<file path="config.mk">
export PLATFORM = sky130hd
export DESIGN_NAME = cpu_control
export DESIGN_NICKNAME = d
export VERILOG_FILES = /design/src/rtl/cpu_control.sv
export SDC_FILE = /design/constraint.sdc
export NUM_CORES = 1
export LEC_CHECK = 0
export BUFFER_PORTS_ARGS = -buffer_cell sky130_fd_sc_hd__clkbuf_2
export CAP_MARGIN = 10
export CORE_MARGIN = 2
export CORE_UTILIZATION = 40
export CTS_BUF_LIST = sky130_fd_sc_hd__clkbuf_8
export CTS_CLUSTER_DIAMETER = 100
export DETAILED_ROUTE_END_ITERATION = 8
export MAX_ROUTING_LAYER = met4
export PLACE_DENSITY = 0.86
export SLEW_MARGIN = 40
export SYNTH_ARGS = -nofsm -noshare
export SYNTH_HDL_FRONTEND = slang
export SYNTH_SLANG_ARGS = --single-unit
</file>
<file path="constraint.sdc">
create_clock -name clk -period 1.6 [get_ports clk]
set_input_delay 0 -clock clk [delete_from_list [all_inputs] [get_ports clk]]
set_output_delay 0 -clock clk [all_outputs]
set_load 0.1 [all_outputs]
</file>
<file path="src/rtl/cpu_control.sv">
// Multicycle control FSM for the CR16-subset core: sequences FETCH/LATCH/EXEC(/LOADWB) and decodes instr in EXEC.
// Outputs are combinational from state and instr; reset forces every enable and select to 0 in the same cycle.
module cpu_control (
    input  logic        clk,
    input  logic        reset,
    input  logic [15:0] instr,
    input  logic [15:0] psr,
    output logic        pc_en,
    output logic        instr_en,
    output logic        cmp_f_en,
    output logic        of_f_en,
    output logic        z_f_en,
    output logic        rf_wr_en,
    output logic        mem_wr_en,
    output logic        addr_sel,
    output logic        alu_b_imm,
    output logic [1:0]  pc_sel,
    output logic [1:0]  wb_sel,
    output logic [1:0]  state
);

    typedef enum logic [1:0] {
        FETCH  = 2'd0,
        LATCH  = 2'd1,
        EXEC   = 2'd2,
        LOADWB = 2'd3
    } state_t;

    state_t cur;
    state_t nxt;

    logic [3:0] op;
    logic [3:0] ext;
    logic [3:0] cond;
    logic [3:0] alu_code;
    logic       is_load;
    logic       taken;
    logic       flag_c, flag_l, flag_f, flag_z, flag_n;
    logic       unused_bits;

    assign op     = instr[15:12];
    assign ext    = instr[7:4];
    assign cond   = instr[11:8];
    assign flag_c = psr[0];
    assign flag_l = psr[2];
    assign flag_f = psr[5];
    assign flag_z = psr[6];
    assign flag_n = psr[7];

    // Register operand fields and the non-flag PSR bits belong to the datapath, not this block.
    assign unused_bits = ^{psr[15:8], psr[4:3], psr[1], instr[3:0]};

    assign is_load = (op == 4'b0100) && (ext == 4'b0000);
    assign state   = cur;

    function automatic logic is_alu(input logic [3:0] c);
        return c inside {4'b0101, 4'b1001, 4'b1011, 4'b0001, 4'b0010, 4'b0011, 4'b1101};
    endfunction

    always_comb begin
        taken = 1'b0;
        case (cond)
            4'b0000: taken = flag_z;
            4'b0001: taken = !flag_z;
            4'b0010: taken = flag_c;
            4'b0011: taken = !flag_c;
            4'b0100: taken = flag_l;
            4'b0101: taken = !flag_l;
            4'b0110: taken = flag_n;
            4'b0111: taken = !flag_n;
            4'b1000: taken = flag_f;
            4'b1001: taken = !flag_f;
            4'b1010: taken = !flag_l && !flag_z;
            4'b1011: taken = flag_l || flag_z;
            4'b1100: taken = !flag_n && !flag_z;
            4'b1101: taken = flag_n || flag_z;
            4'b1110: taken = 1'b1;
            default: taken = 1'b0;
        endcase
    end

    always_comb begin
        nxt = FETCH;
        case (cur)
            FETCH:   nxt = LATCH;
            LATCH:   nxt = EXEC;
            EXEC:    nxt = is_load ? LOADWB : FETCH;
            default: nxt = FETCH;
        endcase
    end

    always_ff @(posedge clk) begin
        if (reset)
            cur <= FETCH;
        else
            cur <= nxt;
    end

    always_comb begin
        pc_en     = 1'b0;
        instr_en  = 1'b0;
        cmp_f_en  = 1'b0;
        of_f_en   = 1'b0;
        z_f_en    = 1'b0;
        rf_wr_en  = 1'b0;
        mem_wr_en = 1'b0;
        addr_sel  = 1'b0;
        alu_b_imm = 1'b0;
        pc_sel    = 2'd0;
        wb_sel    = 2'd0;
        alu_code  = (op == 4'b0000) ? ext : op;
        if (!reset) begin
            case (cur)
                LATCH: instr_en = 1'b1;
                EXEC: begin
                    pc_en = 1'b1;
                    if (op == 4'b0000 || is_alu(op)) begin
                        // R-type uses ext as the ALU code; immediate forms reuse the same nibble as op.
                        alu_b_imm = (op != 4'b0000);
                        case (alu_code)
                            4'b0101, 4'b1001: begin
                                rf_wr_en = 1'b1;
                                of_f_en  = 1'b1;
                            end
                            4'b1011: begin
                                cmp_f_en = 1'b1;
                                z_f_en   = 1'b1;
                            end
                            4'b0001, 4'b0010, 4'b0011, 4'b1101: rf_wr_en = 1'b1;
                            default: alu_b_imm = 1'b0;
                        endcase
                    end else if (op == 4'b0100) begin
                        case (ext)
                            4'b0000: begin
                                addr_sel = 1'b1;
                                pc_en    = 1'b0;
                            end
                            4'b0100: begin
                                addr_sel  = 1'b1;
                                mem_wr_en = 1'b1;
                            end
                            4'b1100: pc_sel = taken ? 2'd2 : 2'd0;
                            4'b1000: begin
                                pc_sel   = 2'd2;
                                wb_sel   = 2'd2;
                                rf_wr_en = 1'b1;
                            end
                            default: ;
                        endcase
                    end else if (op == 4'b1100) begin
                        pc_sel = taken ? 2'd1 : 2'd0;
                    end
                end
                LOADWB: begin
                    addr_sel = 1'b1;
                    wb_sel   = 2'd1;
                    rf_wr_en = 1'b1;
                    pc_en    = 1'b1;
                end
                default: ;
            endcase
        end
    end

endmodule
</file>
Yosys cells after proc, flatten, opt, wreduce, memory -nomap -nowiden
Cells that the tools add are included.

word-level totals
  input bits = 34
  register bits = 2
  word-level logic and storage cells = 110
  output and inout bits = 15

cells by class
  mux-type cells = 52
  equal/unequal tests = 36
  reductions and logical operators = 21

operators by type and width
  cell                                                 count
  equality test 4 bit, second input constant           16
  2-to-1 mux 1 bit                                     34
  equality test 4 x 3 -> 1 bit, second input constant  8
  equality test 4 x 2 -> 1 bit, second input constant  6
  2-to-1 mux 2 bit                                     10
  case mux 1 bit (15 select lines)                     1
  equality test 4 x 1 -> 1 bit, second input constant  3
  zero test 4 bit                                      3
  case mux 2 bit (2 select lines)                      2
  nonzero test 7 bit                                   1
  OR reduction 7 bit                                   1
  case mux 1 bit (2 select lines)                      3
  case mux 2 bit (3 select lines)                      1
  OR reduction 6 bit                                   1
  zero test 1 bit                                      5
  equality test 2 bit, second input constant           2
  2-to-1 mux 4 bit                                     1
  nonzero test 4 bit                                   1
  OR reduction 2 bit                                   2
  logical AND 1 bit                                    3
  logical OR 1 bit                                     3
  equality test 2 x 1 -> 1 bit, second input constant  1
  zero test 2 bit                                      1

Logic depth before layout (Yosys ltp)
  word-level depth = 9
  gate-level depth with buffers = 7
  depth with buffers taken out = 5

Least setup slack after synthesis
Ideal clock, no wire load.

  kind = reg-to-output
  start point = register cur[1], in the netlist state[1]
  end point = output z_f_en
  cell stages (with the launch flop) = 6
  setup slack = -3,504 ps
  required time = 1,600 ps
  arrival time = 5,104 ps
  cells stage by stage = dfxtp_1 nand2b_1 nor2_1 nand2_1 nor4_1 buf_4

between the ends
  longest elaborated chain between the ends = 3

RTL lines
  element                         RTL line  source
  start: declaration              29        state_t cur;
  start signal: assignment        96        cur <= nxt;
  equality test 2 bit             -
  2-to-1 mux 1 bit (2 in series)  -
  end: declaration                12        output logic z_f_en,

Every way passes these cells.

Worst setup path in the final report
  start point = register cur[1], in the netlist state[1]
  end point = output pc_sel[1]

between the ends
  longest elaborated chain between the ends = 3

RTL lines
  element              RTL line  source
  equality test 2 bit  113       case (cur)
  2-to-1 mux 2 bit     113
  2-to-1 mux 2 bit     112       if (!reset) begin
  end: declaration     17        output logic [1:0] pc_sel,

Every way passes these cells.

==> impl_metrics.toml <==
[grt]
first_global_vias = 680
use_met2 = 0.464
antenna_found_initial = 0
grt_pass1_wl_mm = 2.71
overflow = 0
grt.busiest_layer = "met2"
use_met1 = 0.249
grt_start_max_net_pins = 11
grt_usage = 0.256
met3_usage = 0.0667

[route]
wirelength_mm = 1.83
drt_iter0_drc = 27
drtPass1Iterations = 4
vias = 748
routedWlPerCell_um = 14.5
viasPerCell = 5.94
drc = 0
ant_nets = 0

[sta]
slew_headroom = 0.636
fmax_mhz = 639
finalSetupViolCount = 0
finalMaxSlewViolations = 0
period_needed_ns = 1.57
finalHoldViolations = 0
finalCritPeriodShare = 0.978
tightest_slew_ns = 0.548
tns_ns = 0
rsz0062_at_grt = "false"
holdWs_ns = 0.0466
clock_skew_ns = 0.00196

[clock_network]
postCtsSetupBuffers = 0
clock-sinks = 2
post_cts_resize_count = 0
cts_made_buffers = 3
clk_pin_slew_worst_paths_ns = 0.03
cts_tree = "yes"
cts.htree.levels = 1
clockBufferDepth = 2
insertion_delay_ns = 0.21
clock-root-buffer = "clkbuf_8"
ctsHoldBuffers = 0

[power]
swShare = 0.421
p_int_w = 0.000285
total_power_w = 0.000493
combPwrFrac = 0.471
ir_drop_uv = 740
p_per_area_nw_per_um2 = 511
power_leakage_nw = 0.403
p_switching_w = 0.000208
clockPowerShare = 0.398
pwr-share-seq = 0.131

[final_layout]
synthToLayoutAreaGrowth_pct = 82.9
final_common_cell = "clkbuf_2"
drive_above_1_share = 0.468
final_cell_count_no_fill = 126
final_util = 0.759
mostFrequentLayoutCells = "22 x clkbuf_2, 11 x nor2_1, 11 x buf_12"
antenna_cells = 0
nets = 147
largest_reg_flops = 2

[critical_path]
required_ns = 1.60
crit_path_max_fanout = 7
slowest_delay_ns = 0.56
cp.arrival_ns = 1.57
critical_path_class = "register to primary output"
cp_cell_sequence = "nand2b_4 -> or4_1 -> a21oi_4 -> buf_12"
critPathSlowestCell = "or4_1"
startpoint_type = "register"
setup.worst_path.end_class = "primary output"

[run_status]
status = "finished, final reports clean"

[floorplanning]
ios = 49
start_util = 0.415
die_w_um = 40.3
core_um2 = 1270
dieArea_um2 = 1620
die_h_um = 40.3
num_rows = 13

[synth]
yosys-top-cells-area = "nor2_1 10%, a21oi_1 7.6%, dfxtp_1 7.6%"
ys_warn_count = 0
synth_seq_area_share = 0.0760
ys_ff_latch = 2
syn_nets = 115
synth.avg_cell_area_um2 = 6.50
yosysTopAreaCell = "nor2_1"
syn-cell-area_um2 = 527
netlist_instances = 81
synth_top_area_frac = 0.0998
synth_cell_type_count = 37

[placed_design]
hpwl_mm = 1.43
gp_congestion = 0.775
placedCellCount = 123
port_buffers = 33

[min_path]
hp-class = "input port to register"

[job]
cap_viol_max_count = 0
[kinds of logic (layout without fill, tap and decap cells)]
group / Yosys count / in the layout / synth area share
multiplexers: 3 / 3 / 0.0570
XOR/XNOR: 3 / 3 / 0.0499
flip-flops: 2 / 2 / 0.0760
AO/OA/AOI/OAI: 24 / 24 / 0.287
AND/OR/NAND/NOR: 37 / 37 / 0.399
buffers and inverters: 12 / 42 / 0.131
[critical path, delay by kind of cell, from the launching register on]
kind / cells / cell delay (ns)
flops: 1 / 0.36
simple gates: 2 / 0.65
buf+inv: 1 / 0.19
compound gates: 1 / 0.16
[power by group through the flow]
| stage | clock network (W) | registers, W | logic, W |
|---|---|---|---|
| after detailed placement | 0 | 0.0000652 | 0.000228 |
| after CTS | 0.000201 | 0.0000645 | 0.000231 |
| after global placement | 0 | 0.0000644 | 0.000220 |
| after global routing | 0.000211 | 0.0000658 | 0.000246 |
| after floorplan | 0 | 0.0000885 | 0.000141 |
| final | 0.000196 | 0.0000648 | 0.000232 |
[metrics by stage]
step | area [um^2] | worst slack, ns
after floorplan | 619 | -0.768
after global placement | 922 | 0.179
after detailed placement | 922 | 0.134
after CTS | 963 | 0.0338
after global routing | 963 | 0.00503
final | 963 | 0.0346
[final timing paths]
kind	slack, ns	depth (start not counted)	end	from
hold / removal	0.05	2	state[0]	reset
setup / recovery	0.03	4	pc_sel[1]	state[1]
hold reg to reg	0.48	1	state[0]	state[1]
setup reg to reg	0.80	2	state[1]	state[1]
[per-layer routing]
metal / vias up / share of wire
met5: - / 0
met4: 0 / 0.029
met3: 8 / 0.082
met2: 47 / 0.52
met1: 338 / 0.37
li1: 355 / -
[synthesized netlist by cell type]
library cell   n
nand3_1        2
nor4b_1        1
and3b_1        1
nor3b_1        1
buf_6          2
nand2_1        3
nand2b_1       3
a2111oi_1      1
or2_1          1
nor4_1         1
xor2_1         1
nor2_1        14
nor2_2         2
and2b_1        1
clkbuf_1       2
a211oi_1       2
dfxtp_1        2
nand4_1        1
o21ai_0        4
and3_1         1
buf_2          1
a211o_1        1
nor2b_1        1
o22ai_1        1
buf_4          2
o32ai_1        1
inv_2          1
or4_1          1
nor4b_4        1
nor3_1         2
a31oi_1        4
a21oi_1        8
inv_1          4
o2bb2ai_1      1
xnor2_1        2
o31a_1         1
mux2i_1        3
[final cells by class]
class	count	area (um^2)
well taps	15	18.8
clock buffers	3	41.3
multi-input cells	67	499
repair buffers	34	338
fillers	87	305
flip-flops and latches	2	47.5
inverters	5	18.8
Power figures use the tool's default switching activity.
